`config.mk`:
```
export PLATFORM = sky130hd
export DESIGN_NAME = shifter_seq
export DESIGN_NICKNAME = d
export VERILOG_FILES = /design/src/rtl/shifter_seq.sv
export SDC_FILE = /design/constraint.sdc
export NUM_CORES = 1
export LEC_CHECK = 0
export CAP_MARGIN = 10
export CORE_UTILIZATION = 40
export DETAILED_ROUTE_END_ITERATION = 8
export RECOVER_POWER = 100
export SYNTH_ARGS = -nofsm -noshare
export SYNTH_HDL_FRONTEND = slang
export SYNTH_SLANG_ARGS = --single-unit
```
`constraint.sdc`:
```
create_clock -name clk -period 2.64 [get_ports clk]
set_input_delay 0.264 -clock clk [delete_from_list [all_inputs] [get_ports clk]]
set_output_delay 0.264 -clock clk [all_outputs]
set_load 0.005 [all_outputs]
```
`src/rtl/shifter_seq.sv`:
```
// Multi-cycle shifter: moves the operand by at most STEP bits per clock
// (SRL, SLL, SRA, ROR) behind a start/busy/done handshake.
module shifter_seq #(
  parameter  int W    = 32,
  parameter  int STEP = 1,
  localparam int SW   = $clog2(W)
) (
  input  logic          clk,
  input  logic          rst_n,
  input  logic          start,
  input  logic [W-1:0]  a,
  input  logic [SW-1:0] shamt,
  input  logic [1:0]    mode,
  output logic          busy,
  output logic          done,
  output logic [W-1:0]  y
);

  typedef enum logic [1:0] {IDLE, SHIFT, DONE} state_t;

  localparam logic [1:0]    M_SRL  = 2'b00;
  localparam logic [1:0]    M_SLL  = 2'b01;
  localparam logic [1:0]    M_SRA  = 2'b10;
  localparam logic [SW-1:0] STEP_C = SW'(STEP);
  localparam int            NCAND  = 2 ** SW;

  state_t        state_reg, state_next;
  logic [W-1:0]  work_reg,  work_next;
  logic [SW-1:0] rem_reg,   rem_next;
  logic [1:0]    mode_reg,  mode_next;
  logic [W-1:0]  y_reg,     y_next;

  logic [SW-1:0] k;
  logic [W-1:0]  stepped;
  logic [W-1:0]  cand [NCAND];

  // One candidate per possible step size; entries beyond STEP are never
  // selected and just mirror the work register so the mux index is full width.
  genvar gi;
  generate
    for (gi = 0; gi < NCAND; gi++) begin : g_cand
      if (gi == 0 || gi > STEP) begin : g_pass
        assign cand[gi] = work_reg;
      end else begin : g_shift
        logic [2*W-1:0] dbl;
        assign dbl = {work_reg, work_reg} >> gi;
        always_comb begin
          case (mode_reg)
            M_SRL:   cand[gi] = work_reg >> gi;
            M_SLL:   cand[gi] = work_reg << gi;
            M_SRA:   cand[gi] = W'($signed(work_reg) >>> gi);
            default: cand[gi] = dbl[W-1:0];
          endcase
        end
      end
    end
  endgenerate

  assign k       = (rem_reg > STEP_C) ? STEP_C : rem_reg;
  assign stepped = cand[k];

  always_comb begin
    state_next = state_reg;
    work_next  = work_reg;
    rem_next   = rem_reg;
    mode_next  = mode_reg;
    y_next     = y_reg;
    case (state_reg)
      SHIFT: begin
        work_next = stepped;
        rem_next  = rem_reg - k;
        if (rem_reg == k) begin
          y_next     = stepped;
          state_next = DONE;
        end
      end
      default: begin
        // IDLE and DONE both accept a new request
        state_next = IDLE;
        if (start) begin
          work_next = a;
          rem_next  = shamt;
          mode_next = mode;
          if (shamt == '0) begin
            y_next     = a;
            state_next = DONE;
          end else begin
            state_next = SHIFT;
          end
        end
      end
    endcase
  end

  always_ff @(posedge clk or negedge rst_n) begin
    if (!rst_n) begin
      state_reg <= IDLE;
      work_reg  <= '0;
      rem_reg   <= '0;
      mode_reg  <= '0;
      y_reg     <= '0;
    end else begin
      state_reg <= state_next;
      work_reg  <= work_next;
      rem_reg   <= rem_next;
      mode_reg  <= mode_next;
      y_reg     <= y_next;
    end
  end

  assign busy = (state_reg == SHIFT);
  assign done = (state_reg == DONE);
  assign y    = y_reg;

endmodule

```
==> impl_metrics.env, run 1 <==
export IMPL_slowest_stage="or4_1"
export IMPL_grt_usage_pct=21.9
export IMPL_irDropWorstVdd_uv=501
export IMPL_place_inst=598
export IMPL_synth_area_leaders="dfrtp_1, mux2i_1, nor3_1"
export IMPL_cts_root_buffer="clkbuf_8"
export IMPL_tightest_slew_ns=1.87
export IMPL_arrival_ns=2.47
export IMPL_cts_buffers=9
export IMPL_synth_nets=460
export IMPL_clockBufferDepth=2
export IMPL_synth_most_common_cell="dfrtp_1"
export IMPL_synth_cell_types=36
export IMPL_final_setup_tns_ns=0
export IMPL_cap_violations=1
export IMPL_yosysWarnings=0
export IMPL_initial_core_util_pct=41.5
export IMPL_grt_ovfl_total=0
export IMPL_ys_ff_latch=73
export IMPL_crit_buf_inv=2
export IMPL_grt_pass1_vias=3492
export IMPL_synthMuxAreaShare_pct=16.1
export IMPL_status="complete, but fails checks"
export IMPL_rsz0062_at_grt="false"
export IMPL_slew_headroom_pct=-24.4
export IMPL_pwr_density_cell_nw_per_um2=1250
export IMPL_cts_setup_buffers=0
export IMPL_fp_dieH_um=103
export IMPL_crit_family="simple AND/OR/NAND/NOR gates"
export IMPL_hold_path_class="input pin to asynchronous set/reset pin"
export IMPL_wl_per_cell_um=17.6
export IMPL_netlist_area_sq_um=4070
export IMPL_finalSetupViolCount=0
export IMPL_critPathMaxFanout=25
export IMPL_nets=519
export IMPL_crit_required_ns=2.84
export IMPL_syn_inst=417
export IMPL_vias_per_cell=5.68
export IMPL_syn_to_final_growth_pct=26.5
export IMPL_timing_final_crit_share_pct=86.2
export IMPL_htree_levels=3
export IMPL_cts_reportedPaths_clkPinSlew_ns=0.08
export IMPL_nFillCells=957
export IMPL_via_count=3485
export IMPL_remaining_drc_errors=0
export IMPL_fp_coreArea_sq_um=9820
export IMPL_firstDrtPassIters=4
export IMPL_multi_input_area_sq_um=2030
export IMPL_drt_initial_drc_count=222
export IMPL_cpPeakStageDelay_ns=0.59
export IMPL_postRouteAntennaNets=0
export IMPL_dieArea_sq_um=10600
export IMPL_synth_xor_xnor_area_share_pct=0
export IMPL_synthSimpleGateAreaFrac_pct=14.5
export IMPL_row_count=36
export IMPL_final_util_pct=52.4
export IMPL_cts_resized=0
export IMPL_die_x_um=103
export IMPL_worstSetupPathType="register to register"
export IMPL_crit_chain="or4_1 -> buf_4 -> nor2_2 -> or2_2 -> clkbuf_2 -> a31oi_1"
export IMPL_grt_max_degree=74
export IMPL_numPortBuffers=75
export IMPL_failed_checks="max-capacitance violations, max-slew violations"
export IMPL_synth_area_per_cell_sq_um=9.76
export IMPL_ios=76
export IMPL_grt_pass1_wl_mm=17.9
export IMPL_power_leakage_uw=0.00212
export IMPL_synth_edf_count=0
export IMPL_ys_top_cells_by_count="dfrtp_1, nor3_1, mux2i_1, nand2_1, o21ai_0"
export IMPL_cts_tree="done"
export IMPL_hpwl_mm=6.89
export IMPL_drt_wl_total_mm=10.8
export IMPL_finalPower_uw=6420
export IMPL_finalHoldViolations=0
export IMPL_drive_gt1_share_pct=9.56
export IMPL_register_area_sq_um=1830
export IMPL_antenna_found_initial=0
export IMPL_yosys_area_top_type="dfrtp_1"
export IMPL_slew_viol_final=74
export IMPL_start_kind="register"
export IMPL_synthArstFlopShare_pct=100
export IMPL_finalCriticalPeriod_ns=2.27
export IMPL_synth_main_ff_cell="dfrtp_1"
export IMPL_clock_skew_ns=0.00761
export IMPL_instances_no_fill=614
export IMPL_synth_top_family_by_area="compound AO/OA/AOI/OAI gates"
export IMPL_synth_compound_area_share_pct=18.8
export IMPL_synthAdderAreaFrac_pct=0.307
export IMPL_cts_sinks=73
export IMPL_antenna_cells=0
export IMPL_yosysTopAreaCellShare_pct=44.9
export IMPL_place_congestion=0.748
export IMPL_clk_latency_ns=0.34
export IMPL_cts_hold_buf=0
export IMPL_max_freq_mhz=440
export IMPL_end_kind="register"
export IMPL_timing_hold_ws_ns=0.427
export IMPL_seq_area_frac_synth_pct=44.9
[final timing paths]
check                      slack [ns]  cells past startpoint           end       start
max in group asynchronous        1.09                      1  work_reg[31]       rst_n
min in group clk                 0.52                      3         y[26]       a[26]
max reg2reg                      0.37                      6          y[4]  rem_reg[1]
max                              0.37                      6          y[4]  rem_reg[1]
min                              0.43                      1  work_reg[26]       rst_n
min reg2reg                      0.54                      1         y[31]       y[31]
[power by group]
| part | internal [uW] | switching (uW) |
|---|---|---|
| registers | 1700 | 502 |
| clock network | 653 | 425 |
| logic | 1520 | 1620 |
[metal layers]
metal  track usage (%)  vias up  share of wire (%)
li1                  -     1670                  -
met1              29.2     1713                 47
met2              36.7       95                 47
met3              4.47        7                4.3
met4              4.98        0               0.91
met5                 0        -                  0
[cell type report]
cell class	count	area share, %
repair buffers	91	16.7
inverters	5	0.364
flip-flops and latches	73	35.5
clock inverters	5	1.99
well taps	133	3.23
clock buffers	11	2.75
multi-input cells	296	39.5
[per-stage QoR]
stage,worst slack (ns),area [sq um]
final,0.366,5150
after global routing,0.199,5150
after CTS,0.519,5180
after detailed placement,0.341,4930
after global placement,0.392,4930
after floorplan,0.609,4070
[logic make-up (layout without fill, tap and decap cells)]
group / Yosys count / after routing
mux: 65 / 65
flops: 73 / 73
simple gates: 122 / 122
compound gates: 108 / 108
fa+ha+maj: 1 / 1
buf+inv: 48 / 112
[cells in the final DEF, fill, tap and decap left out, drive strengths merged, types with 2 or more instances in the layout]
master          n
nand2          36
nor2            6
nand3           3
nor3           63
o22ai           3
nand2b          3
a21oi           4
o21ai          34
mux2i          62
or4             2
a31oi          30
inv             4
dlygate4sd3    34
nor2b           3
bufinv          3
buf            13
clkinv          2
or2             2
a311oi          2
mux2            3
a211o          30
clkbuf         16
dfrtp          73
clkdlybuf4s50  39
Power figures use the tool's default switching activity.
==> run 2: changes to the inputs <==
--- a/config.mk
+++ b/config.mk
@@ -6,9 +6,11 @@
 export NUM_CORES = 1
 export LEC_CHECK = 0
 export CAP_MARGIN = 10
+export CORE_MARGIN = 2
 export CORE_UTILIZATION = 40
 export DETAILED_ROUTE_END_ITERATION = 8
 export RECOVER_POWER = 100
+export SKIP_LAST_GASP = 1
 export SYNTH_ARGS = -nofsm -noshare
 export SYNTH_HDL_FRONTEND = slang
 export SYNTH_SLANG_ARGS = --single-unit
==> constraint.sdc (replaced) <==
create_clock -name clk -period 2.64 [get_ports clk]
set_input_delay 0.528 -clock clk [delete_from_list [all_inputs] [get_ports clk]]
set_output_delay 0.528 -clock clk [all_outputs]
set_load 0.005 [all_outputs]
==> run 2 against run 1 <==
  * Global-route usage down 1.4 points
  * Flip-flop and latch count unchanged
  * First-iteration DRC count down 41%
  * Critical path depth down 1
  * Cell count up 0.16%
  * Via count up 0.34%
  * Clock-buffer cell count up 2
  * Non-clock buffer count up 1
  * Clock skew up 0.0030 ns
  * The flow now finishes without violations
  * Utilization up 0.14 points
==> impl_metrics.env, run 2 (synthesized netlist as in run 1, its figures left out) <==
export IMPL_status="completed"
export IMPL_nets=520
export IMPL_finalHoldViolations=0
export IMPL_cap_violations=0
export IMPL_place_congestion=0.748
export IMPL_cts_hold_buf=0
export IMPL_grt_pass1_vias=3548
export IMPL_switching_share_pct=40.7
export IMPL_clk_latency_ns=0.34
export IMPL_mostFrequentLayoutCell="dfrtp_1"
export IMPL_slew_viol_final=0
export IMPL_slew_headroom_pct=48.0
export IMPL_firstDrtPassIters=4
export IMPL_clockBufferDepth=2
export IMPL_pwr_density_cell_nw_per_um2=1210
export IMPL_cts_root_buffer="clkbuf_8"
export IMPL_cts_resized=0
export IMPL_fp_coreArea_sq_um=9820
export IMPL_end_kind="register"
export IMPL_power_frac_comb_pct=51.4
export IMPL_final_setup_tns_ns=0
export IMPL_cts_sinks=73
export IMPL_pre_cts_slack_ns=0.103
export IMPL_remaining_drc_errors=0
export IMPL_grt_usage_pct=20.5
export IMPL_drive_gt1_share_pct=9.54
export IMPL_intPower_uw=3720
export IMPL_die_x_um=105
export IMPL_worstSetupPathType="register to register"
export IMPL_postRouteAntennaNets=0
export IMPL_grt_max_degree=64
export IMPL_cts_reportedPaths_clkPinSlew_ns=0.08
export IMPL_clock_skew_ns=0.0106
export IMPL_arrival_ns=2.53
export IMPL_rsz0062_at_grt="false"
export IMPL_hold_path_class="input pin to asynchronous set/reset pin"
export IMPL_row_count=36
export IMPL_dieArea_sq_um=11000
export IMPL_timing_final_crit_share_pct=86.2
export IMPL_antenna_found_initial=0
export IMPL_timing_hold_ws_ns=0.177
export IMPL_drt_initial_drc_count=132
export IMPL_pwr_share_clk_pct=13.9
export IMPL_critPathMaxFanout=37
export IMPL_cts_setup_buffers=0
export IMPL_via_count=3497
export IMPL_finalCriticalPeriod_ns=2.28
export IMPL_drt_wl_total_mm=11.0
export IMPL_switching_power_uw=2550
export IMPL_cts_buffers=9
export IMPL_vias_per_cell=5.69
export IMPL_finalSetupViolCount=0
export IMPL_initial_core_util_pct=41.5
export IMPL_syn_to_final_growth_pct=26.8
export IMPL_ff2ff_path_depth=5
export IMPL_ios=76
export IMPL_start_kind="register"
export IMPL_cts_tree="done"
export IMPL_setup_ws_ns=0.364
export IMPL_layout_common_cells="dfrtp_1, nor3_1, mux2i_1"
export IMPL_fp_dieH_um=105
export IMPL_numPortBuffers=75
export IMPL_irDropWorstVdd_uv=423
export IMPL_power_frac_seq_pct=34.8
export IMPL_htree_levels=3
export IMPL_antenna_cells=0
export IMPL_hpwl_mm=7.12
export IMPL_tightest_slew_ns=0.779
export IMPL_grt_pass1_wl_mm=18.2
export IMPL_grt_ovfl_total=0
export IMPL_crit_required_ns=2.90
export IMPL_power_leakage_uw=0.00213
export IMPL_wl_per_cell_um=17.8
export IMPL_max_freq_mhz=439
==> run 2: cell count changes in the layout (fill, tap and decap cells not counted), sizes merged <==
cell | previous run | this run
clkinvlp | 1 | 0
clkinv | 2 | 3
bufinv | 3 | 1
buf | 13 | 16
==> run 2: critical path, cell delays in order (launching register included) <==
cell      delay [ns]
dfrtp_1         0.37
nand2b_2        0.18
clkbuf_2        0.43
clkbuf_2        0.60
a211o_1         0.42
a31oi_2         0.17
==> run 2: cell type report <==
type                    count  area [sq um]
well taps                 133           166
clock inverters             3          40.0
inverters                   5          18.8
repair buffers             92           925
flip-flops and latches     73          1830
multi-input cells         296          2040
fillers                   948          4660
clock buffers              13           149
==> run 2: power groups by stage <==
stage | clock network [uW] | registers [uW] | logic [uW]
2_1_floorplan | 0 | 2080 | 2180
3_3_place_gp | 0 | 2190 | 3270
4_1_cts | 883 | 2190 | 3350
5_1_grt | 935 | 2260 | 3580
3_5_place_dp | 0 | 2210 | 3350
6_report | 869 | 2180 | 3220
==> run 2: per-stage QoR <==
step | cells | util (%) | area (sq um) | total power [uW]
6_report | 615 | 52.6 | 5160 | 6270
2_1_floorplan | 417 | - | 4070 | 4260
4_1_cts | 615 | 52.7 | 5180 | 6430
3_3_place_gp | 599 | 50.8 | 4990 | 5460
3_5_place_dp | 599 | 50.8 | 4990 | 5550
5_1_grt | 615 | 52.6 | 5160 | 6780
==> run 2: path summary, 6_finish.rpt <==
kind | startpoint | end | slack [ns]
setup / recovery | state_reg[1] | y[14] | 0.36
hold reg to reg | y[31] | y[31] | 0.53
hold / removal | rst_n | work_reg[20] | 0.18
min in group clk | y[31] | y[31] | 0.53
setup reg to reg | state_reg[1] | y[14] | 0.36
max in group asynchronous | rst_n | work_reg[11] | 1.68
==> run 2: metal layers <==
metal / vias up / part of all wire [%] / global-route usage (%)
li1: 1670 / - / -
met1: 1711 / 45 / 28.1
met2: 107 / 48 / 33.5
met3: 9 / 5.4 / 3.74
met4: 0 / 0.89 / 5.52
met5: - / 0 / 0
==> run 3: changes to the inputs <==
--- a/config.mk
+++ b/config.mk
@@ -9,8 +9,8 @@
 export CORE_MARGIN = 2
 export CORE_UTILIZATION = 40
 export DETAILED_ROUTE_END_ITERATION = 8
+export HOLD_SLACK_MARGIN = 0.08
 export RECOVER_POWER = 100
-export SKIP_LAST_GASP = 1
 export SYNTH_ARGS = -nofsm -noshare
 export SYNTH_HDL_FRONTEND = slang
 export SYNTH_SLANG_ARGS = --single-unit
==> constraint.sdc (replaced) <==
create_clock -name clk -period 2.2 [get_ports clk]
set_input_delay 0.44 -clock clk [delete_from_list [all_inputs] [get_ports clk]]
set_output_delay 0.44 -clock clk [all_outputs]
set_load 0.005 [all_outputs]
==> run 3 against run 2 <==
  * Clock power up 31%
  * Hold slack better by 0.098 ns
  * Utilization up 0.87 points
  * Clock-buffer cell count down 3
  * Cell count up 0.81%
  * Clock skew up 0.0012 ns
  * Sequential power up 20%
  * Maximum frequency up 9.1%
  * Power up 22%
  * Sequential share of layout area down 0.57 points
  * Wire length up 0.29%
  * Critical path type unchanged
==> impl_metrics.env, run 3 (synthesized netlist as in run 1, its figures left out) <==
export IMPL_layout_common_cells="dfrtp_1, nor3_1, mux2i_1"
export IMPL_grt_ovfl_total=0
export IMPL_via_count=3527
export IMPL_timing_final_crit_share_pct=94.9
export IMPL_final_setup_tns_ns=0
export IMPL_antenna_found_initial=0
export IMPL_fp_dieH_um=105
export IMPL_nets=526
export IMPL_pwr_density_cell_nw_per_um2=1460
export IMPL_cts_sinks=73
export IMPL_grt_usage_pct=20.4
export IMPL_final_area_sq_um=5250
export IMPL_hold_path_class="input pin to asynchronous set/reset pin"
export IMPL_start_kind="register"
export IMPL_mostFrequentLayoutCell="dfrtp_1"
export IMPL_drt_initial_drc_count=77
export IMPL_cts_buffers=9
export IMPL_placed_cell_area_sq_um=5070
export IMPL_irDropWorstVdd_uv=570
export IMPL_finalPower_uw=7650
export IMPL_fp_coreArea_sq_um=9820
export IMPL_finalCriticalPeriod_ns=2.09
export IMPL_slew_viol_final=0
export IMPL_timing_hold_ws_ns=0.275
export IMPL_drive_gt1_share_pct=10.9
export IMPL_tightest_slew_ns=1.08
export IMPL_power_leakage_uw=0.00216
export IMPL_finalHoldViolations=0
export IMPL_clockBufferDepth=2
export IMPL_end_kind="register"
export IMPL_critPathMaxFanout=32
export IMPL_syn_to_final_growth_pct=28.9
export IMPL_hpwl_mm=7.22
export IMPL_cts_tree="done"
export IMPL_drt_wl_total_mm=11.0
export IMPL_clock_skew_ns=0.0119
export IMPL_vias_per_cell=5.69
export IMPL_cts_reportedPaths_clkPinSlew_ns=0.08
export IMPL_cap_violations=0
export IMPL_max_freq_mhz=479
export IMPL_dieArea_sq_um=11000
export IMPL_place_congestion=0.755
export IMPL_grt_max_degree=43
export IMPL_arrival_ns=2.36
export IMPL_rsz0062_at_grt="false"
export IMPL_wl_per_cell_um=17.7
export IMPL_initial_core_util_pct=41.5
export IMPL_postRouteAntennaNets=0
export IMPL_die_x_um=105
export IMPL_worstSetupPathType="register to register"
export IMPL_grt_pass1_wl_mm=18.1
export IMPL_remaining_drc_errors=0
export IMPL_status="completed"
export IMPL_firstDrtPassIters=4
export IMPL_htree_levels=3
export IMPL_antenna_cells=0
export IMPL_clk_latency_ns=0.34
export IMPL_crit_required_ns=2.48
export IMPL_cts_root_buffer="clkbuf_8"
export IMPL_numPortBuffers=75
export IMPL_finalSetupViolCount=0
export IMPL_grt_pass1_vias=3551
export IMPL_row_count=36
export IMPL_slew_headroom_pct=28.3
export IMPL_ios=76
[run 3: final timing paths]
check	cells past startpoint	end	startpoint	slack, ns
max in group asynchronous	2	rem_reg[1]	rst_n	0.74
worst max register to register	5	work_reg[31]	rem_reg[2]	0.11
worst min register to register	2	y[22]	y[22]	0.55
min in group clk	2	y[22]	y[22]	0.55
worst max-delay path	5	work_reg[31]	rem_reg[2]	0.11
worst min-delay path	1	y[20]	rst_n	0.28
[run 3: metal layers]
layer / part of all wire (%) / up-vias / track usage [%]
li1: - / 1692 / -
met1: 47 / 1732 / 27.2
met2: 48 / 94 / 34.6
met3: 4.3 / 9 / 3.18
met4: 0.85 / 0 / 5.14
met5: 0 / - / 0
[run 3: report_power, final]
group,internal (uW),total [uW],switching [uW]
registers,2040,2620,581
clock network,633,1140,506
logic,1890,3890,1990
[run 3: critical path, cell delays in order, from the launching register on]
cell and delay [ns]:
dfrtp_1 0.43, or4_4 0.58, or2_0 0.27, buf_12 0.19, a311oi_1 0.33, o32a_1 0.22
[run 3: area by class of cell]
class | instances | area (sq um)
clock buffer | 10 | 128
sequential | 73 | 1830
timing repair buffer | 98 | 986
clock inverter | 5 | 81.3
fill | 961 | 4570
multi-input combinational | 296 | 2040
tap | 133 | 166
inverter | 5 | 18.8
[run 3: through the flow]
step	worst slack [ns]	cells	utilization (%)
after floorplan	0.146	417	-
after CTS	0.109	620	53.8
after global routing	0.0333	620	53.5
final	0.113	620	53.5
after detailed placement	-0.208	605	51.7
after global placement	-0.165	605	51.7
[run 3: timing repair]
item                       CTS  global route
resized for setup            0             1
hold buffers                 0             0
buffers inserted             0             0
setup endpoints to repair    0             1
